$ cat src/rtl/vga_pkg.sv
// ---------------------------------------------------------------------------
// vga_pkg
// Shared constants and types for the VGA framebuffer path.
//   H_ACTIVE / V_ACTIVE : visible raster size in pixels / lines
//   PIX_W               : pixel width (RGB444)
//   FB_AW               : framebuffer linear address width
//   owner_t             : which client drives the RAM port on a given edge
//   clr_state_t         : frame-clear engine state
// ---------------------------------------------------------------------------
package vga_pkg;

  localparam int H_ACTIVE = 800;
  localparam int V_ACTIVE = 600;
  localparam int PIX_W    = 12;
  localparam int FB_AW    = 19;

  typedef enum logic [1:0] {
    OWN_SCAN,
    OWN_FIFO,
    OWN_CLEAR,
    OWN_IDLE
  } owner_t;

  typedef enum logic {
    C_IDLE,
    C_RUN
  } clr_state_t;

endpackage

$ cat src/rtl/pixel_write_fifo.sv
// ---------------------------------------------------------------------------
// pixel_write_fifo
// Small synchronous FIFO holding queued {addr, data} pixel writes.
//   Clock, Reset_n : clock, asynchronous active-low reset (empties the queue)
//   push, push_data: enqueue one word (ignored while full)
//   pop, pop_data  : dequeue the head; pop_data shows the head combinationally
//   full, empty    : occupancy flags, derived from registered pointers only
// DEPTH must be a power of two, >= 2.
// ---------------------------------------------------------------------------
module pixel_write_fifo #(
  parameter int DEPTH  = 4,
  parameter int DATA_W = 31
) (
  input  logic              Clock,
  input  logic              Reset_n,
  input  logic              push,
  input  logic [DATA_W-1:0] push_data,
  input  logic              pop,
  output logic [DATA_W-1:0] pop_data,
  output logic              full,
  output logic              empty
);

  localparam int AW = $clog2(DEPTH);

  logic [DATA_W-1:0] mem [DEPTH];
  logic [AW:0]       wr_ptr;
  logic [AW:0]       rd_ptr;
  logic              do_push;
  logic              do_pop;

  // Pointers carry one extra wrap bit so full and empty are distinguishable.
  assign empty    = (wr_ptr == rd_ptr);
  assign full     = (wr_ptr[AW] != rd_ptr[AW]) && (wr_ptr[AW-1:0] == rd_ptr[AW-1:0]);
  assign do_push  = push && !full;
  assign do_pop   = pop && !empty;
  assign pop_data = mem[rd_ptr[AW-1:0]];

  always_ff @(posedge Clock or negedge Reset_n) begin
    if (!Reset_n) begin
      wr_ptr <= '0;
      rd_ptr <= '0;
    end else begin
      if (do_push) wr_ptr <= wr_ptr + (AW+1)'(1);
      if (do_pop)  rd_ptr <= rd_ptr + (AW+1)'(1);
    end
  end

  always_ff @(posedge Clock) begin
    if (do_push) mem[wr_ptr[AW-1:0]] <= push_data;
  end

endmodule

$ cat src/rtl/vga_fb_arbiter.sv
// ---------------------------------------------------------------------------
// vga_fb_arbiter
// Single-port framebuffer scheduler. Visible-region scan-out reads own the
// RAM; during blanking the queued pixel writes go first, then the frame-clear
// engine. VGA controls are delayed so they leave aligned with pix_data.
//   Clock, Reset_n              : clock, asynchronous active-low reset
//   blank_n/hSync_n/vSync_n     : controls from the VGA controller
//   nextX, nextY                : scan position to fetch
//   wr_valid/wr_ready/wr_addr/wr_data : queued pixel-write port
//   clear_start/clear_colour/clear_busy : full-frame clear control
//   ram_addr/ram_we/ram_wdata   : registered RAM port
//   ram_rdata                   : RAM read data, one cycle after ram_addr
//   pix_data, pix_*             : pixel and controls to the DAC
// ---------------------------------------------------------------------------
module vga_fb_arbiter #(
  parameter int H_ACTIVE = vga_pkg::H_ACTIVE,
  parameter int V_ACTIVE = vga_pkg::V_ACTIVE,
  parameter int PIX_W    = vga_pkg::PIX_W,
  parameter int FB_AW    = vga_pkg::FB_AW,
  parameter int WQ_DEPTH = 4
) (
  input  logic             Clock,
  input  logic             Reset_n,
  input  logic             blank_n,
  input  logic             hSync_n,
  input  logic             vSync_n,
  input  logic [11:0]      nextX,
  input  logic [11:0]      nextY,
  input  logic             wr_valid,
  output logic             wr_ready,
  input  logic [FB_AW-1:0] wr_addr,
  input  logic [PIX_W-1:0] wr_data,
  input  logic             clear_start,
  input  logic [PIX_W-1:0] clear_colour,
  output logic             clear_busy,
  output logic [FB_AW-1:0] ram_addr,
  output logic             ram_we,
  output logic [PIX_W-1:0] ram_wdata,
  input  logic [PIX_W-1:0] ram_rdata,
  output logic [PIX_W-1:0] pix_data,
  output logic             pix_blank_n,
  output logic             pix_hSync_n,
  output logic             pix_vSync_n
);

  import vga_pkg::*;

  localparam int                TOTAL     = H_ACTIVE * V_ACTIVE;
  localparam logic [FB_AW:0]    TOTAL_X   = (FB_AW+1)'(TOTAL);
  localparam logic [FB_AW-1:0]  LAST_ADDR = FB_AW'(TOTAL - 1);
  localparam int                WQ_W      = FB_AW + PIX_W;

  logic              fifo_full;
  logic              fifo_empty;
  logic              fifo_push;
  logic              fifo_pop;
  logic [WQ_W-1:0]   fifo_head;
  logic [FB_AW-1:0]  head_addr;
  logic [PIX_W-1:0]  head_data;
  logic              head_in_range;
  logic [FB_AW-1:0]  scan_addr;
  owner_t            owner;
  clr_state_t        clr_state;
  logic [FB_AW-1:0]  clr_addr;
  logic [PIX_W-1:0]  clr_colour;
  logic [2:0]        ctl_p0;
  logic [2:0]        ctl_p1;

  // Ready comes from registered occupancy only, so a same-cycle pop never
  // makes room for a push into a full queue.
  assign wr_ready  = !fifo_full;
  assign fifo_push = wr_valid && !fifo_full;
  assign fifo_pop  = (owner == OWN_FIFO);

  pixel_write_fifo #(
    .DEPTH  (WQ_DEPTH),
    .DATA_W (WQ_W)
  ) u_wq (
    .Clock     (Clock),
    .Reset_n   (Reset_n),
    .push      (fifo_push),
    .push_data ({wr_addr, wr_data}),
    .pop       (fifo_pop),
    .pop_data  (fifo_head),
    .full      (fifo_full),
    .empty     (fifo_empty)
  );

  assign {head_addr, head_data} = fifo_head;
  // Out-of-frame writes are still popped but never reach the RAM.
  assign head_in_range = ({1'b0, head_addr} < TOTAL_X);

  // Linear scan address, deliberately computed and truncated at FB_AW width.
  assign scan_addr = FB_AW'(nextY) * FB_AW'(H_ACTIVE) + FB_AW'(nextX);

  always_comb begin
    owner = OWN_IDLE;
    if (blank_n)                 owner = OWN_SCAN;
    else if (!fifo_empty)        owner = OWN_FIFO;
    else if (clr_state == C_RUN) owner = OWN_CLEAR;
  end

  assign clear_busy = (clr_state == C_RUN);

  // Clear engine: starts only from idle, advances only on edges it owns.
  always_ff @(posedge Clock or negedge Reset_n) begin
    if (!Reset_n) begin
      clr_state <= C_IDLE;
      clr_addr  <= '0;
    end else begin
      case (clr_state)
        C_IDLE: begin
          if (clear_start) begin
            clr_state <= C_RUN;
            clr_addr  <= '0;
          end
        end
        default: begin
          if (owner == OWN_CLEAR) begin
            if (clr_addr == LAST_ADDR) clr_state <= C_IDLE;
            clr_addr <= clr_addr + FB_AW'(1);
          end
        end
      endcase
    end
  end

  always_ff @(posedge Clock) begin
    if (clr_state == C_IDLE && clear_start) clr_colour <= clear_colour;
  end

  // ---- stage p0: RAM port register (address valid after sampling edge) ----
  always_ff @(posedge Clock or negedge Reset_n) begin
    if (!Reset_n) begin
      ram_addr  <= '0;
      ram_we    <= 1'b0;
      ram_wdata <= '0;
    end else begin
      case (owner)
        OWN_SCAN: begin
          ram_addr <= scan_addr;
          ram_we   <= 1'b0;
        end
        OWN_FIFO: begin
          if (head_in_range) begin
            ram_addr  <= head_addr;
            ram_wdata <= head_data;
            ram_we    <= 1'b1;
          end else begin
            ram_we    <= 1'b0;
          end
        end
        OWN_CLEAR: begin
          ram_addr  <= clr_addr;
          ram_wdata <= clr_colour;
          ram_we    <= 1'b1;
        end
        default: begin
          ram_we <= 1'b0;
        end
      endcase
    end
  end

  // ---- stages p0/p1: control delay matching address + RAM read latency ----
  // Bit order {blank_n, hSync_n, vSync_n}; syncs idle high.
  always_ff @(posedge Clock or negedge Reset_n) begin
    if (!Reset_n) begin
      ctl_p0 <= 3'b011;
      ctl_p1 <= 3'b011;
    end else begin
      ctl_p0 <= {blank_n, hSync_n, vSync_n};
      ctl_p1 <= ctl_p0;
    end
  end

  // ---- stage p2: DAC outputs, pixel forced to 0 while blanked ----
  always_ff @(posedge Clock or negedge Reset_n) begin
    if (!Reset_n) begin
      pix_data    <= '0;
      pix_blank_n <= 1'b0;
      pix_hSync_n <= 1'b1;
      pix_vSync_n <= 1'b1;
    end else begin
      pix_data    <= ctl_p1[2] ? ram_rdata : '0;
      pix_blank_n <= ctl_p1[2];
      pix_hSync_n <= ctl_p1[1];
      pix_vSync_n <= ctl_p1[0];
    end
  end

endmodule

$ cat config.mk
export PLATFORM = sky130hd
export DESIGN_NAME = vga_fb_arbiter
export DESIGN_NICKNAME = d
export VERILOG_FILES = /design/src/rtl/vga_pkg.sv /design/src/rtl/pixel_write_fifo.sv /design/src/rtl/vga_fb_arbiter.sv
export SDC_FILE = /design/constraint.sdc
export NUM_CORES = 1
export LEC_CHECK = 0
export BUFFER_PORTS_ARGS = -buffer_cell sky130_fd_sc_hd__buf_2
export CELL_PAD_IN_SITES_DETAIL_PLACEMENT = 1
export CELL_PAD_IN_SITES_GLOBAL_PLACEMENT = 1
export CORE_ASPECT_RATIO = 1.75
export CORE_UTILIZATION = 45
export CTS_CLUSTER_DIAMETER = 120
export DETAILED_ROUTE_END_ITERATION = 10
export PLACE_DENSITY = 0.78
export SKIP_CTS_REPAIR_TIMING = 1
export SLEW_MARGIN = 20
export SYNTH_ARGS = -nofsm -noshare
export SYNTH_HDL_FRONTEND = slang
export SYNTH_SLANG_ARGS = --single-unit
$ cat constraint.sdc
create_clock -name Clock -period 3.3 [get_ports Clock]
set_input_delay 0.99 -clock Clock [delete_from_list [all_inputs] [get_ports Clock]]
set_output_delay 0.99 -clock Clock [all_outputs]
set_load 0.03 [all_outputs]
Yosys cells after proc, flatten, opt, wreduce, memory -nomap -nowiden
Memories as Yosys holds them, arrays and structs flattened.
Index checks and enable logic that the tools add are counted.
{ "totals": {"reg_bits": 91, "latchBits": 0, "ramBits": 124, "mem_bits_ro": 0, "wordCells": 63, "mem_count": 1} }
{ "mem_list": {"columns": ["memory", "words", "word_bits", "read_ports", "rd_ports_with_merged_regs", "write_ports", "line", "rtl"], "rows": [
  ["u_wq.mem", 4, 31, 1, 0, 1, "pixel_write_fifo.sv:26", "logic [DATA_W-1:0] mem [DEPTH];"]
]} }
{ "classes": {"n_addsub": 4, "n_mul": 1, "n_div": 0, "order_cmp": 1, "n_eq_ne": 8, "shifts": 0, "mux": 19, "bitwise_logic": 1, "reduce_logical": 14} }
{ "ops": {"columns": ["operator", "n"], "rows": [
  ["$mux W19", 4],
  ["$pmux W19 S3", 1],
  ["$mux W12", 2],
  ["$pmux W12 S2", 1],
  ["$add A19 B1 Y19 const B", 1],
  ["$add A19 B12 Y19", 1],
  ["$eq A19 B19 Y1 const B", 1],
  ["$lt A19 B19 Y1 const B", 1],
  ["$mul A12 B5 Y14 const B", 1],
  ["$mux W1", 8],
  ["$add A3 B1 Y3 const B", 2],
  ["$reduce_and A2 Y1", 3],
  ["$logic_and A1 B1 Y1", 5],
  ["$mux W2", 2],
  ["$reduce_bool A2 Y1", 2],
  ["$eq A3 B3 Y1", 1],
  ["$reduce_bool A3 Y1", 1],
  ["$eq A2 B1 Y1 const B", 1],
  ["$eq A2 B2 Y1", 1],
  ["$eq A2 B2 Y1 const B", 1],
  ["$logic_not A1 Y1", 2],
  ["$logic_not A2 Y1", 1],
  ["$ne A2 B1 Y1 const B", 1],
  ["$ne A2 B2 Y1 const B", 1],
  ["3 further kinds", 3]
]} }

Depth between registers and ports, before layout
{ "depth": {"ltp_word": 7, "depth_mapped": 15, "ltp_nobuf": 14} }

Cells and area by module
Synthesis repeated with hierarchy kept, for this count alone.
{ "unflattened": {"cells_unflattened": 719, "area_unflattened_um2": 9897.0} }
{ "by_module_without_submodules": {"columns": ["module", "n_inst", "cells_per_inst", "area_per_inst_um2", "seq_area_each_um2"], "rows": [
  ["pixel_write_fifo", 1, 211, 4994.8, 3873.7],
  ["vga_fb_arbiter", 1, 508, 4902.2, 2194.6]
]} }

Least setup slack after synthesis
Ideal clock, no wire load.
{ "synth_path": {"kind": "input to register", "start": "input nextY[2]", "end": "register ram_addr[14]", "arrival_time_ps": 3895, "t_required_ps": 3159, "setup_slack_ps": -736, "cell_stages": 13, "path_buffers": 0, "cell_sequence": "ha_1 ha_1 fa_1 ha_1 xnor2_1 ha_1 o21a_1 nor2_1 or2_2 a311o_1 a21oi_1 xor2_1 a31oi_1"} }
{ "synth_between": {"elab_chain_cells": 3} }
{ "synth_rtl": {"columns": ["item", "line", "rtl"], "rows": [
  ["start: declaration", "vga_fb_arbiter.sv:28", "input logic [11:0] nextY,"],
  ["$mul A12 B5 Y14", "vga_fb_arbiter.sv:94", "assign scan_addr = FB_AW'(nextY) * FB_AW'(H_ACTIVE) + FB_AW'(nextX);"],
  ["$add A19 B12 Y19", "vga_fb_arbiter.sv:94", null],
  ["$pmux W19 S3", "vga_fb_arbiter.sv:139", "case (owner)"],
  ["end signal: assignment", "vga_fb_arbiter.sv:141", "ram_addr <= scan_addr;"],
  ["end signal: assignment", "vga_fb_arbiter.sv:146", "ram_addr <= head_addr;"],
  ["end signal: assignment", "vga_fb_arbiter.sv:154", "ram_addr <= clr_addr;"],
  ["end: declaration", "vga_fb_arbiter.sv:36", "output logic [FB_AW-1:0] ram_addr,"]
]} }
No other way between the ends.
A chain may end at the register's enable or synchronous reset.

Final worst setup path
{ "layout_path": {"start": "input nextY[3]", "end": "register ram_addr[14]"} }
Same word-level chain as after synthesis.

==> run_results.csv <==
group,metric,value,unit
floorplan,ios,135,
clock_tree,clock-root-buffer,"clkbuf_16",
final_layout,layout_commonest_cell,"edfxtp_1",
sta,drv_slew,0,
clock_tree,clk_path_buf_depth,3,
sta,post-route-min-period,3.55,ns
logic_synthesis,syn-num-nets,819,
routing,top_layer,"met4",
worst_setup_path,rrSetupSlack,0.19,ns
sta,worstMarginPinSlew,0.494,ns
worst_setup_path,cp_num_buf_inv,1,
clock_tree,h-tree-depth,1,
clock_tree,clkSinkCount,215,
logic_synthesis,synth_cells,679,
outcome,violations,"negative setup slack",
final_layout,layout_common_cells,"edfxtp_1 (136), buf_2 (129), dfrtp_1 (72), buf_4 (53), inv_1 (39)",
hold_path,min_path_cells,0,
routing,wl_met3,748,microns
place,gp_congestion,0.842,
worst_setup_path,worstSetupEndpointType,"flop",
worst_setup_path,critPathMostFrequentCell,"ha_4",
final_layout,syn_to_final_growth,23.6,%
routing,viasPerCell,5.50,
worst_setup_path,path_class,"primary input to flop",
hold_path,hold_class,"flop to flop",
global_routing,grtUsageTotal,23.0,%
routing,routed_wl,25400,microns
worst_setup_path,critPathLaunchType,"primary input",
worst_setup_path,cp_slowest_cell,"fa_1",
floorplan,fp-row-count,70,
global_routing,grt_max_degree,56,
routing,first_iter_violations,154,
logic_synthesis,synthFlopType,"edfxtp_1",
sta,rsz0062_at_grt,"yes",
worst_setup_path,critPathTopFamily,"adder cells",
worst_setup_path,crit_path_max_fanout,3,
sta,max_freq,281,MHz
sta,fin_skew,0.0195,ns
final_layout,drive_above_1_share,35.4,%
place,place_ws,-0.898,ns
floorplan,die_w,113,microns
clock_tree,cts.clk_slew.worst_paths,0.06,ns
global_routing,grt_pass1_wl,39200,microns
hold_path,min_from,"ctl_p0[1]",
final_layout,utilization,57.1,%
floorplan,dieHeight,197,microns
sta,setup_tns,-1.15,ns
routing,dr.pass1.iters,4,
logic_synthesis,seq_area_frac_synth,62.2,%
power,p_leak,4.86,nW
routing,vias,6380,
place,hpwl,18300,microns
power,power.total,10.5,mW
floorplan,initial_utilization,46.2,%
power,vdd_drop_max,0.564,mV
clock_tree,numCtsBuffers,19,
global_routing,grt_pass1_vias,7238,
final_layout,layout.nets,997,
worst_setup_path,slowest_delay,0.55,ns
routing,met1Wirelength,8970,microns
logic_synthesis,ys_warn_count,0,
logic_synthesis,ys_ff_latch,215,
floorplan,dieArea,22300,sq um
logic_synthesis,synthesis.area,9760,sq um
floorplan,core_region_area,21100,sq um
worst_setup_path,timing.critical_path.arrival,3.90,ns
job,drv_cap,0,
logic_synthesis,synthArstFlopShare,36.7,%
global_routing,antenna_found_initial,1,
worst_setup_path,crit_required,3.65,ns
global_routing,grt-ovfl-total,0,
logic_synthesis,synth_edf_count,136,
sta,layout_setup_ws,-0.255,ns
hold_path,hold_path_end,"ctl_p1[1]",
worst_setup_path,r2r-end,"ram_wdata[8]",
sta,setup_viol,7,
routing,wl_per_cell,21.9,microns
sta,fin_crit_sh,108,%
sta,maxSlewHeadroom,67.0,%
routing,ant_nets,0,
logic_synthesis,synth.distinct_cells,56,
routing,remaining_drc_errors,0,
power,powerDensity,872,nW/um^2
clock_tree,tritoncts,"yes",
logic_synthesis,postSynthAreaPerCell,14.4,sq um
sta,holdWs,0.358,ns
sta,finalHoldViolations,0,
clock_tree,worstSkewPairLatency,0.50,ns
worst_setup_path,r2r_cells,9,
routing,wl_met2,14700,microns
worst_setup_path,crit_chain,"buf_8, ha_4, ha_4, fa_1, ha_4, xnor2_2, ha_1, o21a_1, nor2_2, or2_4, a311o_1, a21oi_2, xor2_1, a31oi_1",
outcome,status,"finished with violations",
worst_setup_path,r2r_start,"u_wq.rd_ptr[1]",
place,port_buffers,134,
[state kept, by name, indices dropped and copies added (netlist names), 3 cells and up]
| signal | flops |
|---|---|
| ctl_p1 | 3 |
| pix_data | 12 |
| ram_addr | 19 |
| clr_colour | 12 |
| ram_wdata | 12 |
| ctl_p0 | 3 |
| clr_addr | 19 |
| u_wq.wr_ptr | 3 |
| u_wq.mem | 124 |
| u_wq.rd_ptr | 3 |
[worst max-delay path by stage]
stage / slack (ns) / endpoint / from / cells after the start
floorplan: -0.56 / ram_addr[14] / nextY[3] / 13
global placement: -0.76 / ram_addr[14] / nextY[2] / 14
detailed placement: -0.90 / ram_addr[16] / nextY[5] / 15
CTS: -0.41 / ram_addr[16] / nextY[5] / 15
global route: -0.35 / ram_addr[14] / nextY[3] / 14
finish: -0.25 / ram_addr[14] / nextY[3] / 14
[kinds of logic after synthesis]
group / count (synthesis) / synth area share (%)
buffers and inverters: 75 / 3.23
adder cells (fa/ha/maj): 54 / 7.54
flip-flops: 215 / 62.2
XOR/XNOR: 30 / 2.69
AND/OR/NAND/NOR: 130 / 6.67
AO/OA/AOI/OAI: 135 / 9.57
multiplexers: 40 / 8.10
[metrics by stage]
step	cell area, sq um	cells
finish	12100	1159
floorplan	9900	679
global route	12100	1159
detailed placement	11200	1121
CTS	11800	1155
global placement	11200	1121
[per-layer routing]
| layer | vias to the layer above | track usage (%) |
|---|---|---|
| met5 | - | 0 |
| met4 | 0 | 8.28 |
| li1 | 2904 | - |
| met1 | 3256 | 24.7 |
| met2 | 149 | 45.4 |
| met3 | 71 | 2.64 |
[power by group]
part / internal [mW] / switching [mW] / leakage [nW] / total (mW)
registers: 3.55 / 0.300 / 2.22 / 3.85
clock network: 1.25 / 0.963 / 0.283 / 2.22
logic: 1.81 / 2.64 / 2.36 / 4.45
[Yosys cell counts (7+ instances only)]
library cell  instances  area share (%)
fa_1                  8             1.6
dfrtp_1              73              19
inv_1                44             1.7
xnor2_1              16             1.4
o32ai_1              12             1.1
xor2_1               14             1.3
a221oi_1              8            0.72
and2_1               14            0.90
mux2i_1               7            0.72
o21ai_0              28             1.4
edfxtp_1            136              42
a22oi_1               8            0.62
a21oi_1              32             1.6
clkbuf_1             20            0.77
nor2_1               23            0.88
nand3_1              21             1.1
ha_1                 46             5.9
a21o_1               11            0.85
mux4_2               31             7.2
and3_1                8            0.51
nand2_1              36             1.4
[cell type report]
type	instances	area, sq um
diodes	1	2.50
clock inverters	8	100
well taps	288	360
clock buffers	26	512
repair buffers	188	1130
fillers	2073	9050
multi-input cells	389	3720
flip-flops and latches	215	6070
inverters	44	165
[worst reg2reg max path, cell delays in order (launching register included)]
cell      delay (ns)
dfrtp_1         0.37
buf_4           0.43
mux4_2          0.45
a211o_1         0.34
a211oi_1        0.26
nor2_1          0.14
nand2_1         0.09
nand2_1         0.29
o32ai_1         0.53
a21oi_1         0.08
(Power assumes the default switching activity.)
